### src/rtl/fp_conv_pkg.sv
// Shared types and helpers for the signed-integer to small-float converters.
// Latency: none (package only).
// Backpressure: not applicable.
// Contents: FSM state enum, default widths, fp_pack() field packer for default widths.
package fp_conv_pkg;

    typedef enum logic [1:0] {
        IDLE  = 2'd0,
        NORM  = 2'd1,
        ROUND = 2'd2,
        DONE  = 2'd3
    } fpState_e;

    localparam int DEF_IN_W  = 12;
    localparam int DEF_EXP_W = 3;
    localparam int DEF_MAN_W = 4;

    // Packs {sign, exp, man} for the default-width format.
    function automatic logic [DEF_EXP_W+DEF_MAN_W:0] fp_pack(
        input logic                 sign,
        input logic [DEF_EXP_W-1:0] exp,
        input logic [DEF_MAN_W-1:0] man
    );
        return {sign, exp, man};
    endfunction

endpackage

### src/rtl/fp_round.sv
// Round-half-up stage for a normalised mantissa, with carry into the exponent and clamping.
// Latency: combinational.
// Backpressure: none; the caller registers the outputs.
// Ports: man/rbit/exp in (kept mantissa, first dropped bit, exponent); manOut/expOut/sat out.
module fp_round
    import fp_conv_pkg::*;
#(
    parameter int EXP_W    = DEF_EXP_W,
    parameter int MAN_W    = DEF_MAN_W,
    parameter int ROUND_EN = 1
) (
    input  logic [MAN_W-1:0] man,
    input  logic             rbit,
    input  logic [EXP_W-1:0] exp,
    output logic [MAN_W-1:0] manOut,
    output logic [EXP_W-1:0] expOut,
    output logic             sat
);

    localparam logic [MAN_W-1:0] MAN_ONES  = '1;
    localparam logic [MAN_W-1:0] MAN_CARRY = {1'b1, {(MAN_W-1){1'b0}}};
    localparam logic [EXP_W-1:0] EXP_MAX   = '1;

    always_comb begin
        manOut = man;
        expOut = exp;
        sat    = 1'b0;
        if ((ROUND_EN != 0) && rbit) begin
            if (man != MAN_ONES) begin
                manOut = man + MAN_W'(1);
            end else if (exp != EXP_MAX) begin
                // Mantissa overflow: renormalise by one place into the exponent.
                manOut = MAN_CARRY;
                expOut = exp + EXP_W'(1);
            end else begin
                // No exponent headroom left: clamp to the largest code.
                sat = 1'b1;
            end
        end
    end

endmodule

### src/rtl/fp_encoder_seq.sv
// Converts a signed IN_W-bit integer to {sign, exp, man} with an iterative one-bit-per-cycle normaliser.
// Latency: min(leading zeros of |in|, E_MAX) + 2 cycles from accept to out_valid.
// Backpressure: one word in flight; in_ready low until the result is taken by out_ready.
// Ports: clk, rst (async, active-high); in_valid/in_ready/in_data; out_valid/out_ready/out_data/out_sat.
module fp_encoder_seq
    import fp_conv_pkg::*;
#(
    parameter int IN_W     = DEF_IN_W,
    parameter int EXP_W    = DEF_EXP_W,
    parameter int MAN_W    = DEF_MAN_W,
    parameter int ROUND_EN = 1
) (
    input  logic                   clk,
    input  logic                   rst,
    input  logic                   in_valid,
    output logic                   in_ready,
    input  logic [IN_W-1:0]        in_data,
    output logic                   out_valid,
    input  logic                   out_ready,
    output logic [EXP_W+MAN_W:0]   out_data,
    output logic                   out_sat
);

    localparam int MAG_W = IN_W - 1;
    localparam int E_MAX = 2**EXP_W - 1;

    // The dropped-bit position and the exponent range only line up for this width relation.
    generate
        if (IN_W - 1 - MAN_W != 2**EXP_W - 1) begin : gIllegalWidths
            $error("fp_encoder_seq: IN_W-1-MAN_W must equal 2**EXP_W-1");
        end
    endgenerate

    fpState_e             state;
    logic [MAG_W-1:0]     magReg;
    logic [EXP_W-1:0]     expReg;
    logic                 signReg;
    logic                 satReg;
    logic                 inReadyReg;
    logic                 outValidReg;
    logic [EXP_W+MAN_W:0] outDataReg;
    logic                 outSatReg;

    // Input magnitude; the most negative value has no positive twin and clamps to all-ones.
    logic [IN_W-1:0]  negData;
    logic             isMostNeg;
    logic [MAG_W-1:0] magIn;

    assign negData   = -in_data;
    assign isMostNeg = in_data[IN_W-1] && (in_data[IN_W-2:0] == '0);
    assign magIn     = isMostNeg       ? '1 :
                       in_data[IN_W-1] ? negData[MAG_W-1:0] : in_data[MAG_W-1:0];

    logic [MAN_W-1:0] rndMan;
    logic [EXP_W-1:0] rndExp;
    logic             rndSat;

    fp_round #(
        .EXP_W    (EXP_W),
        .MAN_W    (MAN_W),
        .ROUND_EN (ROUND_EN)
    ) uRound (
        .man    (magReg[MAG_W-1 -: MAN_W]),
        .rbit   (magReg[MAG_W-1-MAN_W]),
        .exp    (expReg),
        .manOut (rndMan),
        .expOut (rndExp),
        .sat    (rndSat)
    );

    always_ff @(posedge clk or posedge rst) begin
        if (rst) begin
            state       <= IDLE;
            magReg      <= '0;
            expReg      <= '0;
            signReg     <= 1'b0;
            satReg      <= 1'b0;
            inReadyReg  <= 1'b1;
            outValidReg <= 1'b0;
            outDataReg  <= '0;
            outSatReg   <= 1'b0;
        end else begin
            case (state)
                IDLE: begin
                    if (in_valid) begin
                        signReg    <= in_data[IN_W-1];
                        magReg     <= magIn;
                        satReg     <= isMostNeg;
                        expReg     <= EXP_W'(E_MAX);
                        inReadyReg <= 1'b0;
                        state      <= NORM;
                    end
                end
                NORM: begin
                    // Exponent floor at zero bounds the loop for zero and small inputs.
                    if (magReg[MAG_W-1] || (expReg == '0)) begin
                        state <= ROUND;
                    end else begin
                        magReg <= magReg << 1;
                        expReg <= expReg - EXP_W'(1);
                    end
                end
                ROUND: begin
                    outDataReg  <= {signReg, rndExp, rndMan};
                    outSatReg   <= satReg | rndSat;
                    outValidReg <= 1'b1;
                    state       <= DONE;
                end
                DONE: begin
                    if (out_ready) begin
                        outValidReg <= 1'b0;
                        inReadyReg  <= 1'b1;
                        state       <= IDLE;
                    end
                end
                default: begin
                    state       <= IDLE;
                    inReadyReg  <= 1'b1;
                    outValidReg <= 1'b0;
                end
            endcase
        end
    end

    assign in_ready  = inReadyReg;
    assign out_valid = outValidReg;
    assign out_data  = outDataReg;
    assign out_sat   = outSatReg;

endmodule
### config.mk
export PLATFORM = sky130hd
export DESIGN_NAME = fp_encoder_seq
export DESIGN_NICKNAME = d
export VERILOG_FILES = /design/src/rtl/fp_conv_pkg.sv /design/src/rtl/fp_round.sv /design/src/rtl/fp_encoder_seq.sv
export SDC_FILE = /design/constraint.sdc
export NUM_CORES = 1
export LEC_CHECK = 0
export BUFFER_PORTS_ARGS = -buffer_cell sky130_fd_sc_hd__buf_2
export CORE_MARGIN = 2
export CORE_UTILIZATION = 40
export CTS_BUF_LIST = sky130_fd_sc_hd__clkbuf_16
export CTS_CLUSTER_SIZE = 20
export DETAILED_ROUTE_END_ITERATION = 8
export MAX_ROUTING_LAYER = met4
export PLACE_DENSITY = 0.59
export SLEW_MARGIN = 25
export SYNTH_ARGS = -nofsm -noshare
export SYNTH_HDL_FRONTEND = slang
export SYNTH_HIERARCHICAL = 1
export SYNTH_SLANG_ARGS = --single-unit
### constraint.sdc
create_clock -name clk -period 4.9 [get_ports clk]
set_input_delay 0 -clock clk [delete_from_list [all_inputs] [get_ports clk]]
set_output_delay 0 -clock clk [all_outputs]
set_load 0.01 [all_outputs]
==> results.txt <==
The run finished with clean final reports. The final critical-path required period is 2.26 ns. The mean number of vias per cell came out at 5.29.

Setup repair after global routing left no endpoint under its margin. The first-pass GRT wire length is 6650 µm. The count of max-cap constraint violations came out at 0. The signal on the critical path passes through inv_1 -> ha_1 -> o21ai_0 -> nor2_1 -> buf_4 -> mux2_2. The count of synthesis-stage warnings from yosys came out at 6.

The completed layout was analyzed and its total power is 1.30 mW. The global route total overflow came out at 0. The number of buffers created by CTS is 5. For hold timing, the worst endpoint is magReg[8]. The number of DRC markers in iteration 0 is 85. The total via count after detailed routing came out at 1443. The post-synthesis sequential area ratio came out at 40.2%.

On the critical path, the stage with the largest delay is an instance of ha_1. The number of distinct library cell variants in the gate-level netlist after synthesis came out at 45. The total of endpoints with negative setup slack in the final report came out at 0. The worst hold path depth is 3. During I/O placement, the number of pins put on the boundary was 27. The path type of the worst setup path is reg2reg.

The cell area after synthesis came out at 1810 µm². In the post-synthesis netlist, the biggest area contributors are dfrtp_1 39%, mux2_2 7.5%, ha_1 6.9%. Synthesis produced 190 cells.

The class of the worst hold path is in2reg. Clock-pin slew was measured on the worst setup and hold paths at 0.05 ns. The worst hold path begins at in_data[8]. The startpoint identified for the worst register-to-register timing path is state[1].

The net count of the finished layout is 246. The kind of capture point of the worst setup path is a flop. After synthesis, the share of flip-flops with an asynchronous set or reset is 100%.

The area of the core is 4350 µm². The synthesis-to-finish area growth came out at 18.7%. The depth of the worst register-to-register path came out at 6. Post-CTS repair changed the size of 0 cells. The floorplan row count came out at 24. The cell at the root of the clock tree is clkbuf_16. The count of pins over their slew limit is 0. The number of inserted diodes is 0. The largest net degree at the start of global routing came out at 30.

The remaining design rule violation count came out at 0. The overall die area is 5070 µm². The dominant cell type by area after synthesis is dfrtp_1.

The pre-antenna-repair detailed-routing pass consisted of 5 iterations. For this run, the leading register cell type out of synthesis is dfrtp_1. The quantity of hold-fixing buffers added after cts is 2. Clock skew on the completed layout was measured at 0.00361 ns. The number of clock sinks is 29. The arrival time reported for the critical path endpoint came out at 2.41 ns. The number of H-tree levels is 2.

After routing, the total negative slack on setup checks comes to 0 ns. The fraction of layout instances using a drive strength above 1 is 26.2%. The HPWL after detailed placement came out at 2550 µm. The die outline height came out at 71.2 µm.

The number of endpoints with negative hold slack in the final report came to 0. The routability congestion estimate came out at 0.785. The achievable frequency is 0.443 GHz. The number of setup buffers added after CTS is 0. TritonCTS built the clock tree. The number of antenna-violating nets in the routed design is 0.

The stage delay of the slowest cell on the critical path is 0.60 ns. The worst hold margin came out at 0.134 ns. The areal power density over the cells came out at 607 nW/µm².

The number of antenna violations at the first check in global routing came out at 0. The endpoint required time on the critical path is 5.05 ns. The mean routed wirelength per cell came out at 13.3 µm. The endpoint identified for the worst register-to-register timing path is magReg[1]. The global-route total usage across every layer came out at 17.1%. Yosys mapped a number of flops with a built-in enable equal to 0. The leakage power total is 0.969 nW. The number of buffers on the longest clock path is 2. The die width came out at 71.2 µm. The startpoint kind of the worst setup timing path is a flop.

Once the floorplan was initialized, standard cells occupied 41.5% of the core. The number of input and output port buffers inserted is 26. The headroom to the max-slew limit came out at 55.2%. At the pin with the least slew margin, the transition time is 0.671 ns.

The clock network latency to the later pin of the worst-skew pair came out at 0.27 ns. Along the worst path, the maximum fanout reaches 23. The routed design has 3630 µm of wire. The number of placed instances with taps included came out at 263. The via count of the first global-routing pass was 1447.

The maximum vdd drop is 436 µV. In this run the biggest area consumer among cell types represents 38.8% of the synthesized area. The setup check on the worst reg-to-reg path leaves a slack of 2.64 ns. When the netlist entered floorplanning its net count stood at 216.

A synthesized cell averages 9.51 µm². In this run, synthesis produced a sequential element count of 29. The ratio of final minimum period to clock period is 46.1%. The number of standard cells in the final layout excluding fillers came out at 273.
==> metal layers <==
layer  vias to the layer above  global-route usage (%)  routed length, µm
met1                       684                    21.6               1720
met3                         6                    5.13                 99
li1                        733                       -                  -
met4                         0                    4.40                 45
met5                         -                       -                  0
met2                        20                    26.7               1760
==> layout make-up <==
type	instances	area [µm²]
flip-flops and latches	29	727
multi-input cells	141	1000
clock inverters	3	11.3
fillers	391	2210
inverters	13	48.8
repair buffers	30	165
well taps	52	65.1
clock buffers	5	125
==> layout by cell type (no fill, tap or decap), types with 2 or more instances in the layout <==
cell           synthesis  layout
dfrtp_1               28      28
nor2_1                27      27
buf_2                  1      26
inv_1                 13      16
mux2_2                12      12
a21oi_1               11      11
nand2_1               10      10
ha_1                  10      10
o21ai_0                9       9
nor2b_1                8       8
nand3_1                6       6
xor2_1                 6       6
a31oi_1                5       5
clkbuf_16              0       5
a221oi_2               4       4
o21a_1                 3       3
nand2b_1               2       2
or3_1                  2       2
o21ai_1                2       2
dlygate4sd3_1          0       2
buf_4                  0       2
mux2i_1                2       2
==> flip-flops by register name (all words and copies together) (netlist names) <==
| name | flops |
|---|---|
| signReg | 1 |
| state | 2 |
| satReg | 1 |
| magReg | 11 |
| in_ready | 1 |
| out_sat | 1 |
| out_valid | 1 |
| out_data | 8 |
| expReg | 3 |
==> worst max-delay path, delay by kind of cell (launching register included) <==
| family | cells | cell delay [ns] |
|---|---|---|
| fa+ha+maj | 1 | 0.60 |
| flops | 1 | 0.39 |
| buf+inv | 2 | 0.39 |
| mux | 1 | 0.37 |
| compound gates | 1 | 0.24 |
| simple gates | 1 | 0.14 |
==> where the power goes <==
| part | switching [mW] | internal (mW) |
|---|---|---|
| Combinational | 0.323 | 0.278 |
| Sequential | 0.0785 | 0.343 |
| Clock | 0.0982 | 0.182 |
==> kinds of logic (layout without fill, tap and decap cells) <==
family	Yosys count	count (layout)	share of synthesized area [%]
buf+inv	20	51	4.29
flops	29	29	40.2
simple gates	62	62	17.2
compound gates	47	47	18.7
fa+ha+maj	10	10	6.93
xor+xnor	7	7	3.39
mux	15	15	9.21
==> cells in the mapped netlist (2+ instances only) <==
cell type  count
a21oi_1       11
a221oi_2       4
a31oi_1        5
clkbuf_1       4
dfrtp_1       28
ha_1          10
inv_1         13
mux2_2        12
mux2i_1        2
nand2_1       10
nand2b_1       2
nand3_1        6
nor2_1        27
nor2b_1        8
o21a_1         3
o21ai_0        9
o21ai_1        2
or3_1          2
xor2_1         6
==> through the flow <==
| stage | worst slack [ns] | utilization (%) | cell area, µm² |
|---|---|---|---|
| 2_1_floorplan | 3.05 | - | 1810 |
| 3_3_place_gp | 2.69 | 45.7 | 1990 |
| 3_5_place_dp | 2.61 | 45.7 | 1990 |
| 4_1_cts | 2.60 | 49.3 | 2140 |
| 5_1_grt | 2.34 | 49.3 | 2140 |
| 6_report | 2.64 | 49.3 | 2140 |
==> worst max path at each step <==
stage | start | end | slack (ns)
4_1_cts | state[1] | magReg[1] | 2.60
3_3_place_gp | state[1] | magReg[0] | 2.69
3_5_place_dp | state[1] | magReg[1] | 2.61
2_1_floorplan | expReg[0] | expReg[0] | 3.05
6_report | state[1] | magReg[1] | 2.64
5_1_grt | state[1] | magReg[1] | 2.34
(Power assumes the default switching activity.)
